[src/rtl/lsu_mem_align_pkg.sv]
// Shared constants for the LSU data-memory aligner: bus bit indices, stall
// encoding and the field layout of the MEM-stage response register.
package lsu_mem_align_pkg;

  localparam int STALL_W   = 6;
  localparam int LOAD_W    = 5;
  localparam int SAVE_W    = 3;
  localparam int STALL_EX  = 3;
  localparam int STALL_MEM = 4;

  localparam logic STOP    = 1'b1;
  localparam logic NO_STOP = 1'b0;

  // {lb,lbu,lh,lhu,lw} and {sb,sh,sw}
  localparam int LB  = 4;
  localparam int LBU = 3;
  localparam int LH  = 2;
  localparam int LHU = 1;
  localparam int LW  = 0;
  localparam int SB  = 2;
  localparam int SH  = 1;
  localparam int SW  = 0;

  localparam int RESP_VLD      = 0;
  localparam int RESP_TYPE_LSB = RESP_VLD + 1;
  localparam int RESP_OFF_LSB  = RESP_TYPE_LSB + LOAD_W;
  localparam int RESP_ADEL     = RESP_OFF_LSB + 2;
  localparam int RESP_ADES     = RESP_ADEL + 1;
  localparam int RESP_ADDR_LSB = RESP_ADES + 1;

  function automatic int lsu_resp_wd(input int addr_w);
    return RESP_ADDR_LSB + addr_w;
  endfunction

endpackage

[src/rtl/lsu_load_extract.sv]
// Selects the addressed byte/half/word from a 32-bit read word and sign- or
// zero-extends it. Purely combinational.
module lsu_load_extract
  import lsu_mem_align_pkg::*;
(
  input  logic [LOAD_W-1:0] ltype,
  input  logic [1:0]        off,
  input  logic [31:0]       word,
  output logic [31:0]       data
);

  logic [7:0]  b_sel;
  logic [15:0] h_sel;

  always_comb begin
    b_sel = word[{off, 3'b000} +: 8];
    h_sel = off[1] ? word[31:16] : word[15:0];
    data  = '0;
    if (ltype[LB])       data = {{24{b_sel[7]}}, b_sel};
    else if (ltype[LBU]) data = {24'b0, b_sel};
    else if (ltype[LH])  data = {{16{h_sel[15]}}, h_sel};
    else if (ltype[LHU]) data = {16'b0, h_sel};
    else if (ltype[LW])  data = word;
  end

endmodule

[src/rtl/lsu_mem_align.sv]
// EX-stage SRAM request generation plus MEM-stage load alignment; result is 1 cycle
// after the request, held across MEM stalls. Misalignment traps when LSU_ALIGN_EXCP_EN is defined.
module lsu_mem_align
  import lsu_mem_align_pkg::*;
#(
  parameter int ADDR_W = 32,
  parameter int DATA_W = 32
) (
  input  logic              clk,
  input  logic              rst,
  input  logic [STALL_W-1:0] stall,
  input  logic              flush,
  input  logic [LOAD_W-1:0] ex_load_bus,
  input  logic [SAVE_W-1:0] ex_save_bus,
  input  logic [ADDR_W-1:0] ex_addr,
  input  logic [DATA_W-1:0] ex_sdata,
  output logic              data_sram_en,
  output logic [3:0]        data_sram_wen,
  output logic [ADDR_W-1:0] data_sram_addr,
  output logic [DATA_W-1:0] data_sram_wdata,
  input  logic [DATA_W-1:0] data_sram_rdata,
  output logic              mem_load_valid,
  output logic [DATA_W-1:0] mem_load_data,
  output logic              mem_excp_adel,
  output logic              mem_excp_ades,
  output logic [ADDR_W-1:0] mem_badvaddr
);

  localparam int LSU_RESP_WD = lsu_resp_wd(ADDR_W);

  logic [1:0] off;
  logic [1:0] off_eff;
  logic       single;
  logic       is_load;
  logic       is_store;
  logic       half_op;
  logic       word_op;
  logic       misalign;
  logic       ex_go;
  logic       access;

  assign off      = ex_addr[1:0];
  assign single   = ($countones({ex_load_bus, ex_save_bus}) == 1);
  assign is_load  = |ex_load_bus;
  assign is_store = |ex_save_bus;
  assign half_op  = ex_load_bus[LH] | ex_load_bus[LHU] | ex_save_bus[SH];
  assign word_op  = ex_load_bus[LW] | ex_save_bus[SW];
  assign ex_go    = (stall[STALL_EX] == NO_STOP);

`ifdef LSU_ALIGN_EXCP_EN
  assign misalign = single & ((half_op & off[0]) | (word_op & (off != 2'b00)));
  assign off_eff  = off;
`else
  // Without trapping, low address bits below the access size are ignored.
  assign misalign = 1'b0;
  assign off_eff  = word_op ? 2'b00 : (half_op ? {off[1], 1'b0} : off);
`endif

  assign access         = single & ~misalign & ~flush & ex_go & ~rst;
  assign data_sram_en   = access;
  assign data_sram_addr = rst ? '0 : {ex_addr[ADDR_W-1:2], 2'b00};

  always_comb begin
    data_sram_wen   = 4'b0000;
    data_sram_wdata = '0;
    if (!rst) begin
      if (ex_save_bus[SB])      data_sram_wdata = {4{ex_sdata[7:0]}};
      else if (ex_save_bus[SH]) data_sram_wdata = {2{ex_sdata[15:0]}};
      else if (ex_save_bus[SW]) data_sram_wdata = ex_sdata;
      if (access) begin
        if (ex_save_bus[SB])      data_sram_wen = 4'b0001 << off_eff;
        else if (ex_save_bus[SH]) data_sram_wen = off_eff[1] ? 4'b1100 : 4'b0011;
        else if (ex_save_bus[SW]) data_sram_wen = 4'b1111;
      end
    end
  end

  logic [LSU_RESP_WD-1:0] resp_d;
  logic [LSU_RESP_WD-1:0] resp_q;

  always_comb begin
    resp_d                              = '0;
    resp_d[RESP_VLD]                    = single & is_load;
    resp_d[RESP_TYPE_LSB +: LOAD_W]     = ex_load_bus;
    resp_d[RESP_OFF_LSB +: 2]           = off_eff;
    resp_d[RESP_ADEL]                   = misalign & is_load;
    resp_d[RESP_ADES]                   = misalign & is_store;
    resp_d[RESP_ADDR_LSB +: ADDR_W]     = ex_addr;
  end

  always_ff @(posedge clk or posedge rst) begin
    if (rst) begin
      resp_q <= '0;
    end else if (flush) begin
      resp_q <= '0;
    end else if (stall[STALL_EX] == STOP && stall[STALL_MEM] == NO_STOP) begin
      resp_q <= '0;
    end else if (ex_go) begin
      resp_q <= resp_d;
    end
  end

  logic              resp_vld;
  logic              resp_adel;
  logic              resp_ades;
  logic              held;
  logic [DATA_W-1:0] rbuf;
  logic [DATA_W-1:0] rsrc;
  logic [31:0]       ext_data;

  assign resp_vld  = resp_q[RESP_VLD];
  assign resp_adel = resp_q[RESP_ADEL];
  assign resp_ades = resp_q[RESP_ADES];

  // SRAM output is only valid the cycle after the enable, so capture it once per stall.
  always_ff @(posedge clk or posedge rst) begin
    if (rst) begin
      held <= 1'b0;
      rbuf <= '0;
    end else if (flush || stall[STALL_MEM] == NO_STOP) begin
      held <= 1'b0;
    end else if (resp_vld && !held) begin
      held <= 1'b1;
      rbuf <= data_sram_rdata;
    end
  end

  assign rsrc = held ? rbuf : data_sram_rdata;

  lsu_load_extract u_extract (
    .ltype (resp_q[RESP_TYPE_LSB +: LOAD_W]),
    .off   (resp_q[RESP_OFF_LSB +: 2]),
    .word  (rsrc),
    .data  (ext_data)
  );

  assign mem_load_valid = resp_vld & ~resp_adel & ~resp_ades;
  assign mem_load_data  = mem_load_valid ? ext_data : '0;

`ifdef LSU_ALIGN_EXCP_EN
  assign mem_excp_adel = resp_adel;
  assign mem_excp_ades = resp_ades;
  assign mem_badvaddr  = (resp_adel | resp_ades) ? resp_q[RESP_ADDR_LSB +: ADDR_W] : '0;
`else
  logic unused_resp_addr;
  assign unused_resp_addr = ^resp_q[RESP_ADDR_LSB +: ADDR_W];
  assign mem_excp_adel    = 1'b0;
  assign mem_excp_ades    = 1'b0;
  assign mem_badvaddr     = '0;
`endif

  logic unused_stall;
  assign unused_stall = ^{stall[STALL_W-1:STALL_MEM+1], stall[STALL_EX-1:0]};

endmodule

[config.mk]
export PLATFORM = sky130hd
export DESIGN_NAME = lsu_mem_align
export DESIGN_NICKNAME = d
export VERILOG_FILES = /design/src/rtl/lsu_mem_align_pkg.sv /design/src/rtl/lsu_load_extract.sv /design/src/rtl/lsu_mem_align.sv
export SDC_FILE = /design/constraint.sdc
export NUM_CORES = 1
export LEC_CHECK = 0
export BUFFER_PORTS_ARGS = -buffer_cell sky130_fd_sc_hd__buf_4
export CORE_MARGIN = 1
export CORE_UTILIZATION = 30
export CTS_BUF_LIST = sky130_fd_sc_hd__clkbuf_16
export DETAILED_ROUTE_END_ITERATION = 16
export SLEW_MARGIN = 20
export SYNTH_ARGS = -nofsm -noshare
export SYNTH_HDL_FRONTEND = slang
export SYNTH_HIERARCHICAL = 1
export SYNTH_SLANG_ARGS = --single-unit
[constraint.sdc]
create_clock -name clk -period 4.7 [get_ports clk]
set_input_delay 0.94 -clock clk [delete_from_list [all_inputs] [get_ports clk]]
set_output_delay 0.94 -clock clk [all_outputs]
set_load 0.02 [all_outputs]
==> results of run 1 <==
[cell families after synthesis]
family | after synthesis | share of synthesized area [%]
other cells | 1 | 0.08815
flops | 41 | 24.12
buf+inv | 88 | 12.94
fa+ha+maj | 8 | 3.059
simple gates | 153 | 19.56
compound gates | 107 | 15.85
mux | 82 | 24.38
[sequential cells by signal (all words and copies together), names as in the netlist]
signal  cells
resp_q      8
held        1
rbuf       32
[per-layer routing]
metal | vias up | track usage, % | part of all wire, %
met3 | 20 | 3.195 | 6.9
met4 | 0 | 5.556 | 2.5
met2 | 202 | 30.79 | 48
met5 | - | 0 | 0
met1 | 1952 | 25.18 | 43
li1 | 1987 | - | -
[power by group]
part | internal (mW) | switching [mW] | leakage [nW]
Sequential | 0.461 | 0.0733 | 0.544
Clock | 0.247 | 0.139 | 0.0797
Combinational | 0.355 | 0.292 | 2.32
Total | 1.06 | 0.504 | 2.94
[how the worst max path moves through the flow]
stage | slack (ps) | cells after the start | startpoint | end
after global routing | -520 | 13 | ex_load_bus[1] | data_sram_wen[3]
after detailed placement | -550 | 13 | ex_load_bus[3] | data_sram_wen[3]
after floorplan | -210 | 11 | ex_load_bus[3] | data_sram_wen[2]
after CTS | -420 | 13 | ex_load_bus[1] | data_sram_wen[3]
final | -400 | 13 | ex_load_bus[1] | data_sram_wen[3]
after global placement | -480 | 13 | ex_load_bus[3] | data_sram_wen[3]
[stage by stage]
step	worst slack, ps	total power [mW]	util, %	setup TNS, ps
2_1_floorplan	-208.5	0.9657	-	-867.3
3_3_place_gp	-481.8	1.156	42.46	-2270
3_5_place_dp	-553.6	1.175	42.46	-2659
4_1_cts	-423.4	1.568	43.95	-2018
5_1_grt	-516.8	1.653	44.01	-2471
6_report	-399.9	1.567	44.01	-1917
[repair_timing]
action / in CTS / in global routing
setup buffers: 1 / 1
pin swaps: 5 / 2
gates resized for setup: 11 / 0
hold endpoints to repair: 0 / 0
endpoints found under the setup margin: 5 / 5
[synthesized netlist by cell type (11+ instances only)]
cell type  count
mux2_2        43
a21oi_1       42
nand2_1       42
dfrtp_1       41
and2_1        38
buf_4         38
nor2b_1       31
mux2_4        30
o21ai_1       18
clkbuf_1      17
inv_1         16
nor2_1        15
buf_2         11
[area by class of cell]
| type | instances | area (µm²) | area share (%) |
|---|---|---|---|
| multi-input cells | 386 | 2898 | 47.44 |
| repair buffers | 225 | 1723 | 28.21 |
| flip-flops and latches | 41 | 1026 | 16.80 |
| well taps | 180 | 225.2 | 3.687 |
| clock buffers | 5 | 125.1 | 2.048 |
| inverters | 17 | 76.32 | 1.249 |
| clock inverters | 2 | 35.03 | 0.5735 |
==> flow_results.xml, run 1 <==
<?xml version="1.0" encoding="UTF-8"?>
<metrics>
  <group name="min_path">
    <metric name="hp-class" unit="">flip-flop to flip-flop</metric>
    <metric name="worstHoldEndpoint" unit="">rbuf[12]</metric>
    <metric name="worst_hold_startpoint" unit="">rbuf[12]</metric>
    <metric name="worstHoldPathCells" unit="">1</metric>
  </group>
  <group name="final_layout">
    <metric name="antenna_cells" unit="">0</metric>
    <metric name="fillers" unit="">1394</metric>
    <metric name="final_layout_size_suffix_gt1_share" unit="%">48.08</metric>
    <metric name="final_net_count" unit="">797</metric>
    <metric name="layout-area-overhead-vs-synth" unit="%">43.59</metric>
    <metric name="layoutNonFillerInstCount" unit="">856</metric>
    <metric name="final_design_area_no_fill" unit="µm²">6108</metric>
    <metric name="layout.cells.most_common_list" unit="">buf_4, mux2_2, nand2_1, a21oi_1, dfrtp_1</metric>
    <metric name="mostFrequentLayoutCell" unit="">buf_4</metric>
  </group>
  <group name="timing">
    <metric name="worst_hold_slack" unit="ps">503.8</metric>
    <metric name="setup_viol_count_final" unit="">5</metric>
    <metric name="rsz0062_at_grt" unit="">yes</metric>
    <metric name="max_slew.worst_pin.slew" unit="ps">962.7</metric>
    <metric name="finalWorstPathRequiredPeriod" unit="ps">5100</metric>
    <metric name="layout_setup_ws" unit="ps">-399.9</metric>
    <metric name="drv_slew" unit="">0</metric>
    <metric name="slew-limit-headroom" unit="%">35.82</metric>
    <metric name="clock-skew-final" unit="ps">3.775</metric>
    <metric name="finalHoldViolCount" unit="">0</metric>
    <metric name="period_share" unit="%">108.5</metric>
    <metric name="maxClockFrequency" unit="GHz">0.1961</metric>
  </group>
  <group name="clocking">
    <metric name="ctsHoldBuffers" unit="">0</metric>
    <metric name="cts-htree-levels" unit="">2</metric>
    <metric name="ctsLongestPathBuffers" unit="">2</metric>
    <metric name="cts_inserted_buffers" unit="">5</metric>
    <metric name="cell_chosen_for_the_clock_root" unit="">clkbuf_16</metric>
    <metric name="clkLatencyLatePin" unit="ps">280</metric>
    <metric name="clock_tree_sinks" unit="">41</metric>
    <metric name="clock_tree_from_tritoncts" unit="">built</metric>
    <metric name="clk_pin_slew" unit="ps">60</metric>
  </group>
  <group name="placed_design">
    <metric name="post_dp_cell_area" unit="µm²">5894</metric>
    <metric name="gp_routability_congestion" unit="">0.9504</metric>
    <metric name="port-buffer-count" unit="">208</metric>
    <metric name="placed_cells_incl_taps" unit="">847</metric>
    <metric name="post_dp_hpwl" unit="µm">11240</metric>
  </group>
  <group name="logic_synthesis">
    <metric name="synthesis_warnings" unit="">6</metric>
    <metric name="count_of_flip_flops_with_a_built_in_enable_after_synthesis" unit="">0</metric>
    <metric name="synth.top_cells.by_area" unit="">dfrtp_1, mux2_2, mux2_4</metric>
    <metric name="total_standard_cell_area_after_synthesis" unit="µm²">4254</metric>
    <metric name="ys_seq_area_share" unit="%">24.12</metric>
    <metric name="yosys.area.top_type" unit="">dfrtp_1</metric>
    <metric name="synth_cell_type_count" unit="">50</metric>
    <metric name="syn_avg_cell_area" unit="µm²">8.863</metric>
    <metric name="ys_dominant_reg_cell" unit="">dfrtp_1</metric>
    <metric name="postSynth.asyncResetShare" unit="%">100.0</metric>
    <metric name="synth.top_cell.area_share" unit="%">24.12</metric>
    <metric name="postSynthRegisterBits" unit="">41</metric>
    <metric name="synth_cells" unit="">480</metric>
  </group>
  <group name="power_and_ir_drop">
    <metric name="power.static_leakage" unit="nW">2.942</metric>
    <metric name="vdd_drop_max" unit="mV">0.1314</metric>
    <metric name="power.density_cell_area" unit="nW/µm²">256.5</metric>
  </group>
  <group name="global_route">
    <metric name="vias_in_the_first_global_route" unit="">4109</metric>
    <metric name="antenna_found_initial" unit="">0</metric>
    <metric name="globalRouteTotalUtil" unit="%">18.80</metric>
    <metric name="grt-ovfl-total" unit="">0</metric>
    <metric name="grt_max_degree" unit="">42</metric>
    <metric name="grt_first_pass_wirelength" unit="µm">21670</metric>
  </group>
  <group name="worst_setup_path">
    <metric name="end_kind" unit="">output port</metric>
    <metric name="worstSetupStartpointType" unit="">input pin</metric>
    <metric name="critical_path_peak_fanout" unit="">5</metric>
    <metric name="slowest_delay" unit="ps">540</metric>
    <metric name="r2r_endpoint" unit="">rbuf[6]</metric>
    <metric name="worst_path_max_delay_cell" unit="">fa_1</metric>
    <metric name="timing.reg2reg.setup_slack" unit="ps">2250</metric>
    <metric name="crit_type" unit="">input pin to output port</metric>
    <metric name="cp.arrival" unit="ps">4160</metric>
    <metric name="cp.buffers_inverters" unit="">5</metric>
    <metric name="timing.critical_path.required" unit="ps">3760</metric>
    <metric name="crit_chain" unit="">buf_8, inv_4, fa_1, fa_1, fa_1, inv_1, ha_2, inv_2, fa_2, a211o_1, a211o_4, a221oi_4, buf_6</metric>
    <metric name="critical_path.top_delay_family" unit="">adder cells</metric>
    <metric name="worst-r2r-cell-count" unit="">3</metric>
    <metric name="critical_path.most_common_cell" unit="">fa_1</metric>
    <metric name="worst_r2r_startpoint" unit="">resp_q[0]</metric>
  </group>
  <group name="floorplan">
    <metric name="fp.dieW" unit="µm">121.1</metric>
    <metric name="placement_rows" unit="">43</metric>
    <metric name="initial_cell_density_of_the_core" unit="%">30.65</metric>
    <metric name="io_pins" unit="">249</metric>
    <metric name="floorplan.core_area" unit="µm²">13880</metric>
    <metric name="fp.dieArea" unit="µm²">14660</metric>
    <metric name="die_height" unit="µm">121.1</metric>
  </group>
  <group name="detailed_routing">
    <metric name="drtAntennaViolNets" unit="">0</metric>
    <metric name="routed-via-count" unit="">4161</metric>
    <metric name="drc" unit="">0</metric>
    <metric name="first_iter_violations" unit="">265</metric>
    <metric name="overall_routed_net_length" unit="µm">14520</metric>
    <metric name="detail_route.vias_per_cell" unit="">4.861</metric>
    <metric name="avgRoutedWirePerCell" unit="µm">16.96</metric>
    <metric name="drt_pre_antenna_iters" unit="">4</metric>
  </group>
  <group name="status">
    <metric name="status" unit="">complete, but fails checks</metric>
    <metric name="violations_in_the_final_reports" unit="">negative setup slack</metric>
  </group>
  <group name="job">
    <metric name="maxCapViolCount" unit="">0</metric>
  </group>
</metrics>
No activity file was read; power rests on OpenSTA's default activity.
==> inputs of run 2 (changes only) <==
CELL_PAD_IN_SITES_DETAIL_PLACEMENT = 0   (was unset)
CELL_PAD_IN_SITES_GLOBAL_PLACEMENT = 2   (was unset)
CORE_UTILIZATION = 22   (was 30)
PLACE_DENSITY_LB_ADDON = 0.1   (was unset)
==> run 2 against run 1 <==
Net effect: the flow still finishes with violations (negative setup slack); critical path depth is the same; worst setup slack better by 19 ps; non-clock buffer count is 3 higher; final cell count grew 9.8%; first-iteration DRC count is 26% lower; die area up 36%; design area grew 1.9%; via count shrank 1.1%; critical endpoint is now data_sram_wen[2]; largest cell class unchanged; highest routed layer unchanged.
==> flow_results.xml, run 2 (same netlist as run 1, synthesis figures left out) <==
<?xml version="1.0" encoding="UTF-8"?>
<metrics>
  <group name="clocking">
    <metric name="ctsLongestPathBuffers" unit="">2</metric>
    <metric name="cts-htree-levels" unit="">2</metric>
    <metric name="clock_tree_sinks" unit="">41</metric>
    <metric name="cell_chosen_for_the_clock_root" unit="">clkbuf_16</metric>
    <metric name="clkLatencyLatePin" unit="ps">280</metric>
    <metric name="clock_tree_from_tritoncts" unit="">built</metric>
    <metric name="cts_inserted_buffers" unit="">5</metric>
    <metric name="clk_pin_slew" unit="ps">60</metric>
  </group>
  <group name="detailed_routing">
    <metric name="overall_routed_net_length" unit="µm">16060</metric>
    <metric name="drc" unit="">0</metric>
    <metric name="met3WireLength" unit="µm">927</metric>
    <metric name="detail_route.vias_per_cell" unit="">4.379</metric>
    <metric name="first_iter_violations" unit="">197</metric>
    <metric name="drtAntennaViolNets" unit="">0</metric>
    <metric name="top_layer_used" unit="">met4</metric>
    <metric name="met2WireLength" unit="µm">8127</metric>
    <metric name="avgRoutedWirePerCell" unit="µm">17.08</metric>
    <metric name="routed-via-count" unit="">4116</metric>
    <metric name="drt_pre_antenna_iters" unit="">4</metric>
    <metric name="met1_length" unit="µm">6773</metric>
  </group>
  <group name="power_and_ir_drop">
    <metric name="power_switching" unit="µW">505.1</metric>
    <metric name="vdd_drop_max" unit="mV">0.1260</metric>
    <metric name="total_power" unit="mW">1.575</metric>
    <metric name="p_clk_share" unit="%">24.2</metric>
    <metric name="power.static_leakage" unit="nW">2.954</metric>
    <metric name="power_report.internal_total" unit="mW">1.070</metric>
    <metric name="share_comb_of_total_power" unit="%">42.0</metric>
    <metric name="power.density_cell_area" unit="nW/µm²">253.0</metric>
    <metric name="netSwitchingFraction" unit="%">32.08</metric>
    <metric name="seq_power_share" unit="%">33.9</metric>
  </group>
  <group name="timing">
    <metric name="fin_setup_tns" unit="ps">-1796</metric>
    <metric name="slew-limit-headroom" unit="%">42.03</metric>
    <metric name="finalHoldViolCount" unit="">0</metric>
    <metric name="setup_viol_count_final" unit="">5</metric>
    <metric name="period_share" unit="%">108.1</metric>
    <metric name="worst_hold_slack" unit="ps">503.6</metric>
    <metric name="rsz0062_at_grt" unit="">yes</metric>
    <metric name="clock-skew-final" unit="ps">5.457</metric>
    <metric name="drv_slew" unit="">0</metric>
    <metric name="maxClockFrequency" unit="GHz">0.1968</metric>
    <metric name="layout_setup_ws" unit="ps">-381.2</metric>
    <metric name="finalWorstPathRequiredPeriod" unit="ps">5081</metric>
    <metric name="max_slew.worst_pin.slew" unit="ps">866.3</metric>
  </group>
  <group name="worst_setup_path">
    <metric name="end_kind" unit="">output port</metric>
    <metric name="crit_type" unit="">input pin to output port</metric>
    <metric name="critical_path_peak_fanout" unit="">5</metric>
    <metric name="worst-r2r-cell-count" unit="">3</metric>
    <metric name="timing.critical_path.required" unit="ps">3760</metric>
    <metric name="cp.arrival" unit="ps">4140</metric>
    <metric name="worstSetupStartpointType" unit="">input pin</metric>
  </group>
  <group name="placed_design">
    <metric name="placed_cells_incl_taps" unit="">928</metric>
    <metric name="post_dp_hpwl" unit="µm">12780</metric>
    <metric name="gp_routability_congestion" unit="">0.8149</metric>
    <metric name="preCtsSetupSlack" unit="ps">-570.4</metric>
    <metric name="port-buffer-count" unit="">208</metric>
  </group>
  <group name="final_layout">
    <metric name="final_layout_size_suffix_gt1_share" unit="%">48.38</metric>
    <metric name="regMostFlops" unit="">rbuf</metric>
    <metric name="max_reg_flops" unit="">32</metric>
    <metric name="mostFrequentLayoutCell" unit="">buf_4</metric>
    <metric name="layout.cells.most_common_list" unit="">buf_4, mux2_2, nand2_1, a21oi_1, dfrtp_1</metric>
    <metric name="layoutNonFillerInstCount" unit="">940</metric>
    <metric name="reg.largest.list" unit="">rbuf: 32 flops, resp_q: 8 flops, held: 1 flops</metric>
    <metric name="final_net_count" unit="">800</metric>
    <metric name="layout-area-overhead-vs-synth" unit="%">46.32</metric>
    <metric name="antenna_cells" unit="">0</metric>
  </group>
  <group name="floorplan">
    <metric name="initial_cell_density_of_the_core" unit="%">22.59</metric>
    <metric name="floorplan.core_area" unit="µm²">18830</metric>
    <metric name="io_pins" unit="">249</metric>
    <metric name="die_height" unit="µm">141.1</metric>
    <metric name="fp.dieArea" unit="µm²">19900</metric>
    <metric name="placement_rows" unit="">50</metric>
    <metric name="fp.dieW" unit="µm">141.1</metric>
  </group>
  <group name="min_path">
    <metric name="hp-class" unit="">flip-flop to flip-flop</metric>
    <metric name="worstHoldPathCells" unit="">1</metric>
  </group>
  <group name="global_route">
    <metric name="grt-ovfl-total" unit="">0</metric>
    <metric name="grt_first_pass_wirelength" unit="µm">24200</metric>
    <metric name="antenna_found_initial" unit="">0</metric>
    <metric name="globalRouteTotalUtil" unit="%">15.74</metric>
    <metric name="vias_in_the_first_global_route" unit="">4319</metric>
    <metric name="grt_max_degree" unit="">42</metric>
  </group>
  <group name="job">
    <metric name="maxCapViolCount" unit="">0</metric>
  </group>
  <group name="status">
    <metric name="violations_in_the_final_reports" unit="">negative setup slack</metric>
    <metric name="status" unit="">complete, but fails checks</metric>
  </group>
</metrics>
==> run 2: final cells by class <==
class	count	area, µm²
fill	2069	12610
multi-input combinational	386	2898
timing repair buffer	228	1738
sequential	41	1027
tap	260	325.3
clock buffer	5	125.1
inverter	17	73.82
clock inverter	3	37.54
==> run 2: metrics by stage <==
stage	area, µm²	utilization [%]
6_report	6225	33.06
2_1_floorplan	4467	-
3_3_place_gp	6002	31.87
5_1_grt	6225	33.06
4_1_cts	6216	33.01
3_5_place_dp	6002	31.87
==> run 2: critical path, stage by stage <==
cell      delay [ps]
buf_4            120
inv_2             60
fa_1             440
fa_1             510
fa_1             410
inv_1             70
ha_2             180
inv_2             40
fa_2             520
o211ai_1         140
a211o_4          360
a221oi_4         210
buf_6            150
==> run 2: final timing paths <==
path                                 from               end  slack [ps]
hold / removal                    rbuf[9]           rbuf[9]         500
min in group asynchronous             rst          rbuf[19]         990
max in group asynchronous             rst         resp_q[0]        3320
hold reg to reg                   rbuf[9]           rbuf[9]         500
setup reg to reg                resp_q[0]           rbuf[6]        2490
setup / recovery           ex_load_bus[1]  data_sram_wen[2]        -380
==> run 2: per-layer routing <==
metal	global-route usage [%]	vias up
met5	0	-
met4	3.204	0
met3	3.363	10
met2	28.36	173
met1	19.17	1938
li1	-	1995
==> run 2: power groups by stage <==
stage	clock (mW)	sequential, mW	combinational [mW]
3_3_place_gp	0	0.530	0.649
2_1_floorplan	0	0.506	0.459
6_report	0.381	0.533	0.661
4_1_cts	0.390	0.532	0.666
5_1_grt	0.408	0.550	0.715
3_5_place_dp	0	0.537	0.657
==> run 2: timing repair <==
action	in CTS	in global routing
pin swaps	6	0
setup buffers	3	1
endpoints found under the setup margin	5	5
gates resized for setup	9	0
hold buffers	0	0
==> inputs of run 3 (changes only) <==
CORE_ASPECT_RATIO = 0.8   (was unset)
==> run 3 against run 2 <==
Net effect: the flow still finishes with violations (negative setup slack); combinational power about the same; worst setup slack got worse by 40 ps; sequential power decreased by 0.9%; largest power group unchanged; design area about the same; sequential share of layout area about the same; global-route usage increased by 0.072 points; register-to-register slack improved by 60 ps; count of clock-buffer cells in the layout unchanged; clock power decreased by 10%.
==> flow_results.xml, run 3 (same netlist as run 1, synthesis figures left out) <==
<?xml version="1.0" encoding="UTF-8"?>
<metrics>
  <group name="timing">
    <metric name="clock-skew-final" unit="ps">4.903</metric>
    <metric name="max_slew.worst_pin.slew" unit="ps">884.8</metric>
    <metric name="setup_viol_count_final" unit="">5</metric>
    <metric name="maxClockFrequency" unit="GHz">0.1953</metric>
    <metric name="finalWorstPathRequiredPeriod" unit="ps">5121</metric>
    <metric name="layout_setup_ws" unit="ps">-421.1</metric>
    <metric name="slew-limit-headroom" unit="%">41.01</metric>
    <metric name="rsz0062_at_grt" unit="">yes</metric>
    <metric name="finalHoldViolCount" unit="">0</metric>
    <metric name="period_share" unit="%">109.0</metric>
    <metric name="drv_slew" unit="">0</metric>
    <metric name="fin_setup_tns" unit="ps">-1880</metric>
  </group>
  <group name="floorplan">
    <metric name="io_pins" unit="">249</metric>
    <metric name="placement_rows" unit="">45</metric>
    <metric name="die_height" unit="µm">126.4</metric>
    <metric name="floorplan.core_area" unit="µm²">18970</metric>
    <metric name="fp.dieArea" unit="µm²">19900</metric>
    <metric name="initial_cell_density_of_the_core" unit="%">22.42</metric>
    <metric name="fp.dieW" unit="µm">157.5</metric>
  </group>
  <group name="power_and_ir_drop">
    <metric name="total_power" unit="mW">1.532</metric>
    <metric name="power.density_cell_area" unit="nW/µm²">246.0</metric>
    <metric name="power.static_leakage" unit="nW">2.962</metric>
    <metric name="vdd_drop_max" unit="mV">0.1263</metric>
  </group>
  <group name="placed_design">
    <metric name="port-buffer-count" unit="">208</metric>
    <metric name="post_dp_cell_area" unit="µm²">6007</metric>
    <metric name="post_dp_hpwl" unit="µm">12840</metric>
    <metric name="gp_routability_congestion" unit="">0.8046</metric>
    <metric name="preCtsSetupSlack" unit="ps">-557.2</metric>
  </group>
  <group name="clocking">
    <metric name="clk_pin_slew" unit="ps">60</metric>
    <metric name="clkLatencyLatePin" unit="ps">290</metric>
    <metric name="ctsHoldBuffers" unit="">0</metric>
    <metric name="clock_tree_from_tritoncts" unit="">built</metric>
    <metric name="clock_tree_sinks" unit="">41</metric>
    <metric name="cell_chosen_for_the_clock_root" unit="">clkbuf_16</metric>
    <metric name="cts_inserted_buffers" unit="">5</metric>
    <metric name="ctsLongestPathBuffers" unit="">2</metric>
    <metric name="cts-htree-levels" unit="">2</metric>
  </group>
  <group name="worst_setup_path">
    <metric name="timing.critical_path.required" unit="ps">3760</metric>
    <metric name="crit_chain" unit="">buf_8, inv_4, fa_1, fa_1, fa_1, inv_1, ha_2, inv_2, fa_2, a211o_1, a211o_4, a221oi_4, buf_6</metric>
    <metric name="critical_path.top_delay_family" unit="">adder cells</metric>
    <metric name="worstSetupStartpointType" unit="">input pin</metric>
    <metric name="cp.buffers_inverters" unit="">5</metric>
    <metric name="critical_path.most_common_cell" unit="">fa_1</metric>
    <metric name="critical_path_peak_fanout" unit="">5</metric>
    <metric name="end_kind" unit="">output port</metric>
    <metric name="worst_path_max_delay_cell" unit="">fa_1</metric>
    <metric name="timing.reg2reg.setup_slack" unit="ps">2550</metric>
    <metric name="cp.arrival" unit="ps">4180</metric>
    <metric name="slowest_delay" unit="ps">560</metric>
    <metric name="crit_type" unit="">input pin to output port</metric>
  </group>
  <group name="final_layout">
    <metric name="layout.cells.most_common_list" unit="">buf_4, mux2_2, nand2_1, a21oi_1, dfrtp_1</metric>
    <metric name="layout-area-overhead-vs-synth" unit="%">46.38</metric>
    <metric name="mostFrequentLayoutCell" unit="">buf_4</metric>
    <metric name="final_design_area_no_fill" unit="µm²">6227</metric>
    <metric name="core_util_final" unit="%">32.82</metric>
    <metric name="regMostFlops" unit="">rbuf</metric>
    <metric name="reg.largest.list" unit="">rbuf: 32 flops, resp_q: 8 flops, held: 1 flops</metric>
    <metric name="antenna_cells" unit="">0</metric>
    <metric name="max_reg_flops" unit="">32</metric>
    <metric name="fillers" unit="">2075</metric>
    <metric name="final_net_count" unit="">803</metric>
    <metric name="final_layout_size_suffix_gt1_share" unit="%">48.46</metric>
  </group>
  <group name="min_path">
    <metric name="hp-class" unit="">flip-flop to flip-flop</metric>
  </group>
  <group name="detailed_routing">
    <metric name="drt_pre_antenna_iters" unit="">4</metric>
    <metric name="detail_route.vias_per_cell" unit="">4.413</metric>
    <metric name="drtAntennaViolNets" unit="">0</metric>
    <metric name="routed-via-count" unit="">4153</metric>
    <metric name="first_iter_violations" unit="">156</metric>
    <metric name="avgRoutedWirePerCell" unit="µm">16.76</metric>
    <metric name="overall_routed_net_length" unit="µm">15770</metric>
    <metric name="drc" unit="">0</metric>
  </group>
  <group name="global_route">
    <metric name="antenna_found_initial" unit="">1</metric>
    <metric name="grt_max_degree" unit="">35</metric>
    <metric name="vias_in_the_first_global_route" unit="">4374</metric>
    <metric name="grt-ovfl-total" unit="">0</metric>
    <metric name="grt_first_pass_wirelength" unit="µm">24110</metric>
    <metric name="globalRouteTotalUtil" unit="%">15.81</metric>
  </group>
  <group name="status">
    <metric name="status" unit="">complete, but fails checks</metric>
    <metric name="violations_in_the_final_reports" unit="">negative setup slack</metric>
  </group>
  <group name="job">
    <metric name="maxCapViolCount" unit="">0</metric>
  </group>
</metrics>
==> run 3: changes by cell type in the layout (fill, tap and decap cells not counted) <==
cell       before  now
inv_2           4    3
dfrtp_2         1    0
bufinv_16       1    0
buf_6           5    6
dfrtp_1        40   41
buf_4         222  224
clkinv_4        0    1
clkinv_2        0    1
==> run 3: power by group <==
part | total [mW] | internal, mW | switching (mW)
logic | 0.663 | 0.365 | 0.298
registers | 0.528 | 0.461 | 0.0661
clock network | 0.341 | 0.195 | 0.146
total | 1.53 | 1.02 | 0.510
==> run 3: timing repair <==
item	4_1_cts	5_1_grt
pin swaps	5	0
setup endpoints to repair	5	5
gates resized for setup	9	0
setup buffers	5	1
==> run 3: through the flow <==
step	std cells	hold WS [ps]
after floorplan	515	467.6
after global placement	927	485.5
after detailed placement	927	489.6
after CTS	940	508.0
after global routing	941	516.4
final	941	504.9
==> run 3: final timing paths <==
| check | start | end | depth (start not counted) |
|---|---|---|---|
| min reg2reg | rbuf[31] | rbuf[31] | 1 |
| max | ex_load_bus[0] | data_sram_wen[3] | 13 |
| min in group asynchronous | rst | resp_q[0] | 2 |
| max reg2reg | held | rbuf[6] | 3 |
| max in group asynchronous | rst | rbuf[21] | 3 |
| min | rbuf[31] | rbuf[31] | 1 |
==> run 3: final cells by class <==
type,count,area (µm²),area share (%)
Timing Repair Buffer,231,1764,28.33
Tap cell,258,322.8,5.184
Clock buffer,5,125.1,2.009
Sequential cell,41,1026,16.48
Multi-Input combinational cell,386,2898,46.53
Inverter,17,73.82,1.185
Clock inverter,3,17.52,0.2813
==> run 3: per-layer routing <==
metal  share of wire [%]  vias to the layer above  GRT usage [%]
met3                 6.5                       13          3.724
met4                 1.0                        2          3.255
met2                  47                      155          25.69
li1                    -                     2002              -
met5               0.076                        -              0
met1                  45                     1981          21.25
==> run 3: worst register-to-register path, cell delays in order, from the launching register on <==
cell	delay (ps)
dfrtp_1	700
nor4bb_4	370
buf_4	530
mux2_2	440
